[config.mk]
export PLATFORM = sky130hd
export DESIGN_NAME = sram_req_arbiter
export DESIGN_NICKNAME = d
export VERILOG_FILES = /design/src/rtl/sram_req_arbiter_pkg.sv /design/src/rtl/arb_id_fifo.sv /design/src/rtl/sram_req_arbiter.sv
export SDC_FILE = /design/constraint.sdc
export NUM_CORES = 1
export LEC_CHECK = 0
export BUFFER_PORTS_ARGS = -buffer_cell sky130_fd_sc_hd__buf_2
export CELL_PAD_IN_SITES_DETAIL_PLACEMENT = 1
export CELL_PAD_IN_SITES_GLOBAL_PLACEMENT = 1
export CORE_AREA = 2 2 126 128
export CTS_CLUSTER_SIZE = 25
export DETAILED_ROUTE_END_ITERATION = 10
export DIE_AREA = 0 0 128 130
export HOLD_SLACK_MARGIN = 0.12
export PLACE_DENSITY = 0.84
export SETUP_SLACK_MARGIN = 0.4
export SLEW_MARGIN = 15
export SYNTH_ARGS = -nofsm -noshare
export SYNTH_HDL_FRONTEND = slang
export SYNTH_SLANG_ARGS = --single-unit
[constraint.sdc]
create_clock -name clk -period 2.8 [get_ports clk]
set_input_delay 0.42 -clock clk [delete_from_list [all_inputs] [get_ports clk]]
set_output_delay 0.42 -clock clk [all_outputs]
set_load 0.02 [all_outputs]
[src/rtl/sram_req_arbiter_pkg.sv]
// Shared types for the I/D request arbiter: master IDs and FSM states.
package sram_req_arbiter_pkg;

  // Master identifier stored in the response-routing FIFO.
  typedef enum logic [0:0] {
    ArbIdInst = 1'b0,
    ArbIdData = 1'b1
  } arb_id_e;

  // Arbiter FSM states.
  typedef enum logic [0:0] {
    StIdle = 1'b0,
    StBusy = 1'b1
  } arb_state_e;

endpackage

[src/rtl/arb_id_fifo.sv]
// Master-ID FIFO: remembers which master owns each accepted-but-unanswered
// transaction so in-order responses can be routed back.
module arb_id_fifo #(
  parameter int unsigned DEPTH = 4
) (
  input  logic clk,
  input  logic resetn,
  input  logic push,
  input  logic push_id,
  input  logic pop,
  output logic full,
  output logic empty,
  output logic head
);

  localparam int unsigned PtrW = $clog2(DEPTH);
  localparam int unsigned CntW = PtrW + 1;
  localparam logic [CntW-1:0] FullCnt = CntW'(DEPTH);

  logic [DEPTH-1:0] mem_q;
  logic [PtrW-1:0]  wr_ptr_q;
  logic [PtrW-1:0]  rd_ptr_q;
  logic [CntW-1:0]  count_q;
  logic             do_push;
  logic             do_pop;

  assign full    = (count_q == FullCnt);
  assign empty   = (count_q == '0);
  // No bypass: a pop in the same cycle does not make room for a push.
  assign do_push = push & ~full;
  assign do_pop  = pop & ~empty;
  assign head    = mem_q[rd_ptr_q];

  // Storage, pointers (wrap naturally, DEPTH is a power of 2) and occupancy.
  always_ff @(posedge clk or negedge resetn) begin
    if (!resetn) begin
      mem_q    <= '0;
      wr_ptr_q <= '0;
      rd_ptr_q <= '0;
      count_q  <= '0;
    end else begin
      if (do_push) begin
        mem_q[wr_ptr_q] <= push_id;
        wr_ptr_q        <= wr_ptr_q + 1'b1;
      end
      if (do_pop) begin
        rd_ptr_q <= rd_ptr_q + 1'b1;
      end
      case ({do_push, do_pop})
        2'b10:   count_q <= count_q + 1'b1;
        2'b01:   count_q <= count_q - 1'b1;
        default: count_q <= count_q;
      endcase
    end
  end

endmodule

[src/rtl/sram_req_arbiter.sv]
// Shares one SRAM-like req/addr_ok/data_ok slave port between the core's
// instruction and data masters. Data has priority; instruction is forced
// through after STARVE_LIMIT consecutive data grants while it waits.
module sram_req_arbiter
  import sram_req_arbiter_pkg::*;
#(
  parameter int unsigned OUTST_DEPTH  = 4,
  parameter int unsigned STARVE_LIMIT = 3
) (
  input  logic        clk,
  input  logic        resetn,
  // Instruction master
  input  logic        i_req,
  input  logic        i_wr,
  input  logic [1:0]  i_size,
  input  logic [3:0]  i_wstrb,
  input  logic [31:0] i_addr,
  input  logic [31:0] i_wdata,
  output logic        i_addr_ok,
  output logic        i_data_ok,
  output logic [31:0] i_rdata,
  // Data master
  input  logic        d_req,
  input  logic        d_wr,
  input  logic [1:0]  d_size,
  input  logic [3:0]  d_wstrb,
  input  logic [31:0] d_addr,
  input  logic [31:0] d_wdata,
  output logic        d_addr_ok,
  output logic        d_data_ok,
  output logic [31:0] d_rdata,
  // Slave (bridge) side
  output logic        s_req,
  output logic        s_wr,
  output logic [1:0]  s_size,
  output logic [3:0]  s_wstrb,
  output logic [31:0] s_addr,
  output logic [31:0] s_wdata,
  input  logic        s_addr_ok,
  input  logic        s_data_ok,
  input  logic [31:0] s_rdata
);

  localparam int unsigned StarveW = $clog2(STARVE_LIMIT + 1);
  localparam logic [StarveW-1:0] StarveMax = StarveW'(STARVE_LIMIT);

  arb_state_e         state_q;
  arb_id_e            grant_q;
  arb_id_e            arb_grant;
  arb_id_e            grant;
  logic [StarveW-1:0] starve_q;
  logic               grant_req;
  logic               accept;
  logic               fifo_full;
  logic               fifo_empty;
  logic               fifo_head;
  logic               pop;

  // Idle-time arbitration: data first unless instruction has waited too long.
  always_comb begin
    arb_grant = ArbIdData;
    if (!d_req || (i_req && (starve_q == StarveMax))) begin
      arb_grant = ArbIdInst;
    end
  end

  // Grant is locked while BUSY so the slave sees a stable request.
  assign grant     = (state_q == StBusy) ? grant_q : arb_grant;
  assign grant_req = (grant == ArbIdInst) ? i_req : d_req;
  // Outputs are forced low while reset is asserted, even if masters still request.
  assign s_req     = resetn & grant_req & ~fifo_full;
  assign accept    = s_req & s_addr_ok;
  assign i_addr_ok = accept & (grant == ArbIdInst);
  assign d_addr_ok = accept & (grant == ArbIdData);

  // Slave payload mux from the granted master; zero when no request is presented.
  always_comb begin
    s_wr    = 1'b0;
    s_size  = 2'd0;
    s_wstrb = 4'd0;
    s_addr  = 32'd0;
    s_wdata = 32'd0;
    if (s_req) begin
      if (grant == ArbIdInst) begin
        s_wr    = i_wr;
        s_size  = i_size;
        s_wstrb = i_wstrb;
        s_addr  = i_addr;
        s_wdata = i_wdata;
      end else begin
        s_wr    = d_wr;
        s_size  = d_size;
        s_wstrb = d_wstrb;
        s_addr  = d_addr;
        s_wdata = d_wdata;
      end
    end
  end

  // FSM: leave IDLE when a request is presented but not accepted at once;
  // return to IDLE on acceptance or when the grantee withdraws.
  always_ff @(posedge clk or negedge resetn) begin
    if (!resetn) begin
      state_q <= StIdle;
      grant_q <= ArbIdInst;
    end else begin
      unique case (state_q)
        StIdle: begin
          if (s_req && !s_addr_ok) begin
            state_q <= StBusy;
            grant_q <= arb_grant;
          end
        end
        StBusy: begin
          if (!s_req || s_addr_ok) begin
            state_q <= StIdle;
          end
        end
        default: state_q <= StIdle;
      endcase
    end
  end

  // Starvation counter: counts data accepts that overtook a waiting instruction.
  always_ff @(posedge clk or negedge resetn) begin
    if (!resetn) begin
      starve_q <= '0;
    end else if (!i_req || (accept && grant == ArbIdInst)) begin
      starve_q <= '0;
    end else if (accept && grant == ArbIdData && starve_q != StarveMax) begin
      starve_q <= starve_q + 1'b1;
    end
  end

  arb_id_fifo #(
    .DEPTH(OUTST_DEPTH)
  ) u_id_fifo (
    .clk    (clk),
    .resetn (resetn),
    .push   (accept),
    .push_id(grant),
    .pop    (pop),
    .full   (fifo_full),
    .empty  (fifo_empty),
    .head   (fifo_head)
  );

  // Responses come back in order; the FIFO head says whose they are.
  assign pop       = s_data_ok & ~fifo_empty;
  assign i_data_ok = pop & (fifo_head == ArbIdInst);
  assign d_data_ok = pop & (fifo_head == ArbIdData);
  assign i_rdata   = i_data_ok ? s_rdata : 32'd0;
  assign d_rdata   = d_data_ok ? s_rdata : 32'd0;

`ifndef SYNTHESIS
  // A response with nothing outstanding is a bridge protocol error; it is dropped.
  always_ff @(posedge clk) begin
    if (resetn && s_data_ok && fifo_empty) begin
      $error("sram_req_arbiter: s_data_ok with no outstanding transaction");
    end
  end
`endif

endmodule

Word-level counts from Yosys, hierarchy flattened --
Cells that the tools add are included.
Word-level totals: register bits 15, logic and storage cells 78
Operators by class: add/subtract/negate cells 5, magnitude comparators 3, equality and inequality tests 5, multiplexer cells 26, bitwise gates (word level) 15, reductions and logical operators 17
Operator list (count):
- $mux W32 | 6
- $and A1 B1 Y1 | 10
- $mux W1 | 9
- $mux W2 | 4
- $mux W4 | 2
- $add A2 B1 Y2 const B | 3
- $logic_and A1 B1 Y1 | 6
- $lt A2 B3 Y1 const B | 2
- $pmux W3 S2 | 1
- $not A1 Y1 | 5
- $bwmux W4 | 1
- $eq A2 B2 Y1 const B | 2
- $logic_not A1 Y1 | 4
- $reduce_bool A2 Y1 | 2
- $add A3 B1 Y3 const B | 1
- $eq A3 B3 Y1 const B | 1
- $logic_not A3 Y1 | 1
- $logic_or A1 B1 Y1 | 3
- $sub A3 B1 Y3 const B | 1
- $bmux W1 S2 | 1
- $demux W1 S2 | 1
- $eq A2 B1 Y1 const B | 1
- $ge A2 B1 Y1 const B | 1
- $ne A2 B2 Y1 const B | 1
- other kinds (2) | 2

Depth between registers and ports, before layout --
depth after elaboration 13, gate-level depth with buffers 10, mapped depth without buffers 9

Modules after synthesis --
Synthesis repeated with hierarchy kept, for this count alone.
Unflattened totals: cell total of the unflattened synthesis 401, area, all modules 2508.7 um2
By module, submodules not included:
- sram_req_arbiter | times used 1, cells each 347, area each 1903.1 um2, sequential area each 100.1 um2
- arb_id_fifo | times used 1, cells each 54, area each 605.6 um2, sequential area each 275.3 um2

Worst setup path after synthesis --
Ideal clock, no wire load.
kind register to register, start register u_id_fifo.count_q[0], end register u_id_fifo.count_q[2], arrival time 2.112 ns, data required time 2.721 ns, slack 0.609 ns, stages on the path, launching flop included 11, clock period less this slack 2.191 ns, cell sequence dfrtp_1 -> or3b_1 -> nand3_2 -> or3_1 -> buf_2 -> ha_1 -> inv_1 -> fa_1 -> xor2_1 -> nor2_1 -> xor2_1
On the way: cells in the longest elaborated chain, start to end 7
Ends and longest elaborated chain:
- start: declaration | line arb_id_fifo.sv:23 | logic [CntW-1:0] count_q;
- start signal: assignment | line arb_id_fifo.sv:50 | 2'b10: count_q <= count_q + 1'b1;
- start signal: assignment | line arb_id_fifo.sv:51 | 2'b01: count_q <= count_q - 1'b1;
- start signal: assignment | line arb_id_fifo.sv:52 | default: count_q <= count_q;
- $eq A3 B3 Y1 | line arb_id_fifo.sv:27 | assign full = (count_q == FullCnt);
- $not A1 Y1 | line arb_id_fifo.sv:30, sram_req_arbiter.sv:71
- $and A1 B1 Y1 | line sram_req_arbiter.sv:71 | assign s_req = resetn & grant_req & ~fifo_full;
- $and A1 B1 Y1 | line sram_req_arbiter.sv:72 | assign accept = s_req & s_addr_ok;
- $and A1 B1 Y1 | line arb_id_fifo.sv:30 | assign do_push = push & ~full;
- $eq A2 B1 Y1 or $eq A2 B2 Y1 (tied branches) | line arb_id_fifo.sv:49 | case ({do_push, do_pop})
- $pmux W3 S2 or $reduce_bool A2 Y1 (tied branches)
Parallel ways exist; a longest one is shown, timed or not. A chain may end at the register's enable or synchronous reset.

Worst setup path after layout --
start register starve_q[1], end output s_addr[23]
On the way: cells in the longest elaborated chain, start to end 9
Ends and longest elaborated chain:
- start: declaration | line sram_req_arbiter.sv:51 | logic [StarveW-1:0] starve_q;
- start signal: assignment | line sram_req_arbiter.sv:131 | starve_q <= starve_q + 1'b1;
- $eq A2 B2 Y1 (*) | line sram_req_arbiter.sv:62 | if (!d_req || (i_req && (starve_q == StarveMax))) begin
- $logic_and A1 B1 Y1 (*) | line sram_req_arbiter.sv:62
- $logic_or A1 B1 Y1 (*) | line sram_req_arbiter.sv:62
- $mux W1 (*) | line sram_req_arbiter.sv:62
- $mux W1 (*) | line sram_req_arbiter.sv:68 | assign grant = (state_q == StBusy) ? grant_q : arb_grant;
- $mux W1 | line sram_req_arbiter.sv:69 | assign grant_req = (grant == ArbIdInst) ? i_req : d_req;
- $and A1 B1 Y1 (2 in a row) | line sram_req_arbiter.sv:71
- $mux W32 (*) | line sram_req_arbiter.sv:83 | if (s_req) begin
- end: declaration | line sram_req_arbiter.sv:37 | output logic [31:0] s_addr,
Every way passes the cells marked *; elsewhere a longest branch is shown, timed or not.

==> key figures <==
Run status
  – Status: finished, final reports clean

Logic synthesis
  – FF+latch count, synth: 15
  – Syn Nets: 609
  – Post-synthesis cell type count: 36
  – Yosys warnings: 0
  – Synth Area per Inst: 5.67 µm²
  – Synthesized instance count: ~420
  – Sequential share of the synthesized area: between 15 and 20%
  – Post-synth design cell area: between 2000 and 2500 µm²

Global routing
  – Grt ovf: 0
  – Total track usage: 17.5%
  – Vias in the first global route: ~4,100
  – First-pass GRT wire length: about 23,000 µm
  – Initial antenna violation count: 1
  – Largest net degree at the start of global routing: 67

Critical path
  – Critical Path End Type: output pin
  – Worst setup path class: flip-flop to output pin
  – CP arrival: 2.05 ns
  – Worst setup SP type: flip-flop
  – CP Max Fanout: 7
  – Worst EP required: 2.38 ns

Clock tree
  – CTS tree: yes
  – Num CTS Buffers: 3
  – CTS root buffer: clkbuf_16
  – H-tree Lvls: 1
  – Max clock buf depth: 2
  – Clock Sinks: 15
  – Clk slew on worst S/H paths: approximately 0.050 ns
  – Worst-Skew Late Latency: about 0.25 ns

Drt
  – DR WL/cell: about 18 µm
  – Routed Antenna Nets: 0
  – Residual DRC count: 0
  – DR pass1 iterations: 6
  – Drt initial violations: 130
  – Vias per cell: ~4.5
  – Vias: 4,220
  – Total Wirelength: around 17,000 µm

Power and ir drop
  – Pleak: between 3 and 4 nW
  – Sw Pwr: a little over 2 mW
  – Power Dens Cells: a little under 700 nW/µm²
  – Final Power: 3.77 mW
  – Clk pwr share: under 10%
  – Pint: 1.74 mW
  – Peak supply drop: 466 µV
  – Seq pwr share: between 10% and 20%
  – Sw frac: 53.8%
  – Gate power share: roughly four fifths

Floorplanning
  – Die Area: about 17,000 µm²
  – Core footprint: approximately 15,000 µm²
  – Die height: approximately 130 µm
  – Rows: 46
  – DIE WIDTH: 128 µm
  – IO Count: 320
  – Initial core utilization: between 10% and 20%

Run
  – Max Cap Viol: 0

Placed design
  – GPL Wtd Cong: ~0.80
  – Port Buf Inserts: about 320
  – DP HPWL: approximately 11,000 µm

Timing
  – Fin. max-slew vios: 0
  – Period utilization: 88.2%
  – Final min period: roughly 2.5 ns
  – Fmax: 405 MHz
  – Least-Margin Pin Slew: roughly 0.48 ns
  – Slew HR: 67.7%
  – RSZ-0062 raised after global routing: true
  – Final number of setup-violating endpoints: 0
  – Clock Skews: 0.00718 ns
  – Sum Neg Setup Slack: 0 ns
  – Final hold vios: 0

Worst hold path
  – Min-delay worst type: input pin to asynchronous set/reset pin

Cells and area
  – N_diodes: 0
  – FF+latch area: 378 µm²
  – Final #Nets: 933
  – Multi-input gate area: roughly 2300 µm²
  – Area delta synth->final: 130%
  – Fillers: between 1,500 and 2,000
  – Layout cells sized above 1: 64.0%
[worst max-delay path: stages (launching register included)]
cell,delay (ns)
dfrtp_1,0.39
ha_2,0.20
a21bo_4,0.23
o21ai_4,0.18
buf_6,0.13
buf_12,0.15
clkbuf_16,0.17
nand2_1,0.07
a21oi_2,0.12
buf_4,0.15
[worst paths after layout]
check / from / to / slack (ns) / cells past startpoint
worst max-delay path: starve_q[1]$_DFFE_PN0P_ / s_addr[23] / 0.33 / 9
worst min register to register: u_id_fifo.count_q[2]$_DFFE_PN0P_ / u_id_fifo.count_q[2]$_DFFE_PN0P_ / 0.50 / 1
max in group asynchronous: resetn / state_q$_DFF_PN0_ / 1.97 / 2
worst max register to register: u_id_fifo.count_q[0]$_DFFE_PN0P_ / u_id_fifo.count_q[2]$_DFFE_PN0P_ / 0.47 / 9
min in group clk: s_addr_ok / state_q$_DFF_PN0_ / 0.44 / 2
worst min-delay path: resetn / u_id_fifo.count_q[2]$_DFFE_PN0P_ / 0.16 / 2
[layer usage]
metal	track usage (%)	share of wire (%)	vias up	wire (µm)
met5	0	0.059	-	10
met4	2.39	1.5	2	255
met3	3.08	5.4	15	919
met2	34.9	55	158	9320
met1	19.7	38	2012	6540
li1	-	-	2033	-
[placed cells by master, fill, tap and decap left out, types with 2 or more instances in the layout]
cell | Yosys | layout
a21oi_1 | 71 | 17
a21oi_2 | 1 | 53
a21oi_4 | 0 | 2
and3_1 | 32 | 32
buf_12 | 0 | 7
buf_16 | 0 | 8
buf_2 | 9 | 251
buf_4 | 4 | 57
buf_6 | 3 | 30
clkbuf_16 | 0 | 6
dfrtp_1 | 15 | 13
dfrtp_2 | 0 | 2
ha_1 | 6 | 5
inv_1 | 5 | 5
mux2_1 | 4 | 4
mux4_2 | 1 | 2
nand2_1 | 177 | 133
nand2_2 | 0 | 20
nand2_4 | 0 | 24
nor2_1 | 39 | 37
nor2b_1 | 2 | 2
nor4b_1 | 4 | 4
or3_4 | 0 | 2
xnor2_1 | 3 | 3
xor2_1 | 3 | 3
[repair_timing]
action | CTS | global route
pin swaps | 35 | 56
hold endpoints to repair | 4 | 0
gates resized for setup | 120 | 130
hold buffers | 1 | 0
endpoints found under the setup margin | 102 | 75
gates cloned | 8 | 3
setup buffers | 15 | 1
[final cells by class]
| cell class | count | share of cell area, % |
|---|---|---|
| repair buffers | 357 | 44.8 |
| multi-input cells | 363 | 42.1 |
| flip-flops and latches | 15 | 6.87 |
| well taps | 192 | 4.37 |
| clock buffers | 3 | 1.36 |
| inverters | 6 | 0.409 |
| clock inverters | 1 | 0.0910 |
[power groups by stage]
stage	Combinational [mW]	Clock (mW)	Sequential, mW
5_1_grt	3.29	0.299	0.440
4_1_cts	2.83	0.287	0.423
6_report	3.06	0.283	0.423
3_5_place_dp	2.40	0	0.394
3_3_place_gp	2.34	0	0.384
2_1_floorplan	1.58	0	0.368
[cell families (layout without fill, tap and decap cells)]
family | Yosys count | in the layout | share of synthesized area, %
muxes | 8 | 9 | 4.34
buffers and inverters | 45 | 367 | 9.10
AOI/OAI and AO/OA | 80 | 80 | 18.4
and+or+nand+nor | 261 | 261 | 46.3
adders and majority gates | 7 | 7 | 3.97
xor gates and xnor gates | 6 | 6 | 2.20
DFF | 15 | 15 | 15.7
[metrics by stage]
stage          area [µm²]  hold WS (ns)  cells  setup WS [ns]  util (%)
2_1_floorplan        2390         0.124    422          0.609         -
6_report             5500         0.157    937          0.331      35.7
5_1_grt              5500         0.171    937          0.268      35.7
3_3_place_gp         4170         0.254    905          0.270      27.0
3_5_place_dp         4170         0.259    905          0.203      27.0
4_1_cts              4950         0.153    933          0.343      32.1
[cells in the mapped netlist]
cell	n	area [µm²]
nand2_1	177	664
a21oi_1	71	355
nor2_1	39	146
and3_1	32	200
clkbuf_1	23	86.3
dfrtp_1	15	375
buf_2	9	45.0
ha_1	6	75.1
inv_1	5	18.8
buf_4	4	30.0
mux2_1	4	45.0
nor4b_1	4	35.0
buf_6	3	33.8
xnor2_1	3	26.3
xor2_1	3	26.3
nor2b_1	2	12.5
o21a_1	2	15.0
or3_1	2	12.5
a21bo_2	1	10.0
a21oi_2	1	8.76
a22o_1	1	8.76
and2_1	1	6.26
fa_1	1	20.0
inv_2	1	3.75
mux2_2	1	11.3
mux2_4	1	15.0
mux2i_1	1	10.0
mux4_2	1	22.5
nand2b_1	1	6.26
nand3_1	1	5.00
nand3_2	1	10.0
o21ai_2	1	8.76
o31a_1	1	8.76
o41ai_1	1	8.76
o41ai_2	1	16.3
or3b_1	1	8.76
[state kept, by name, summed over array words and instances (netlist names)]
| register | cells |
|---|---|
| starve_q | 2 |
| u_id_fifo.mem_q | 4 |
| state_q | 1 |
| u_id_fifo.count_q | 3 |
| grant_q | 1 |
| u_id_fifo.rd_ptr_q | 2 |
| u_id_fifo.wr_ptr_q | 2 |
Power figures use the tool's default switching activity.
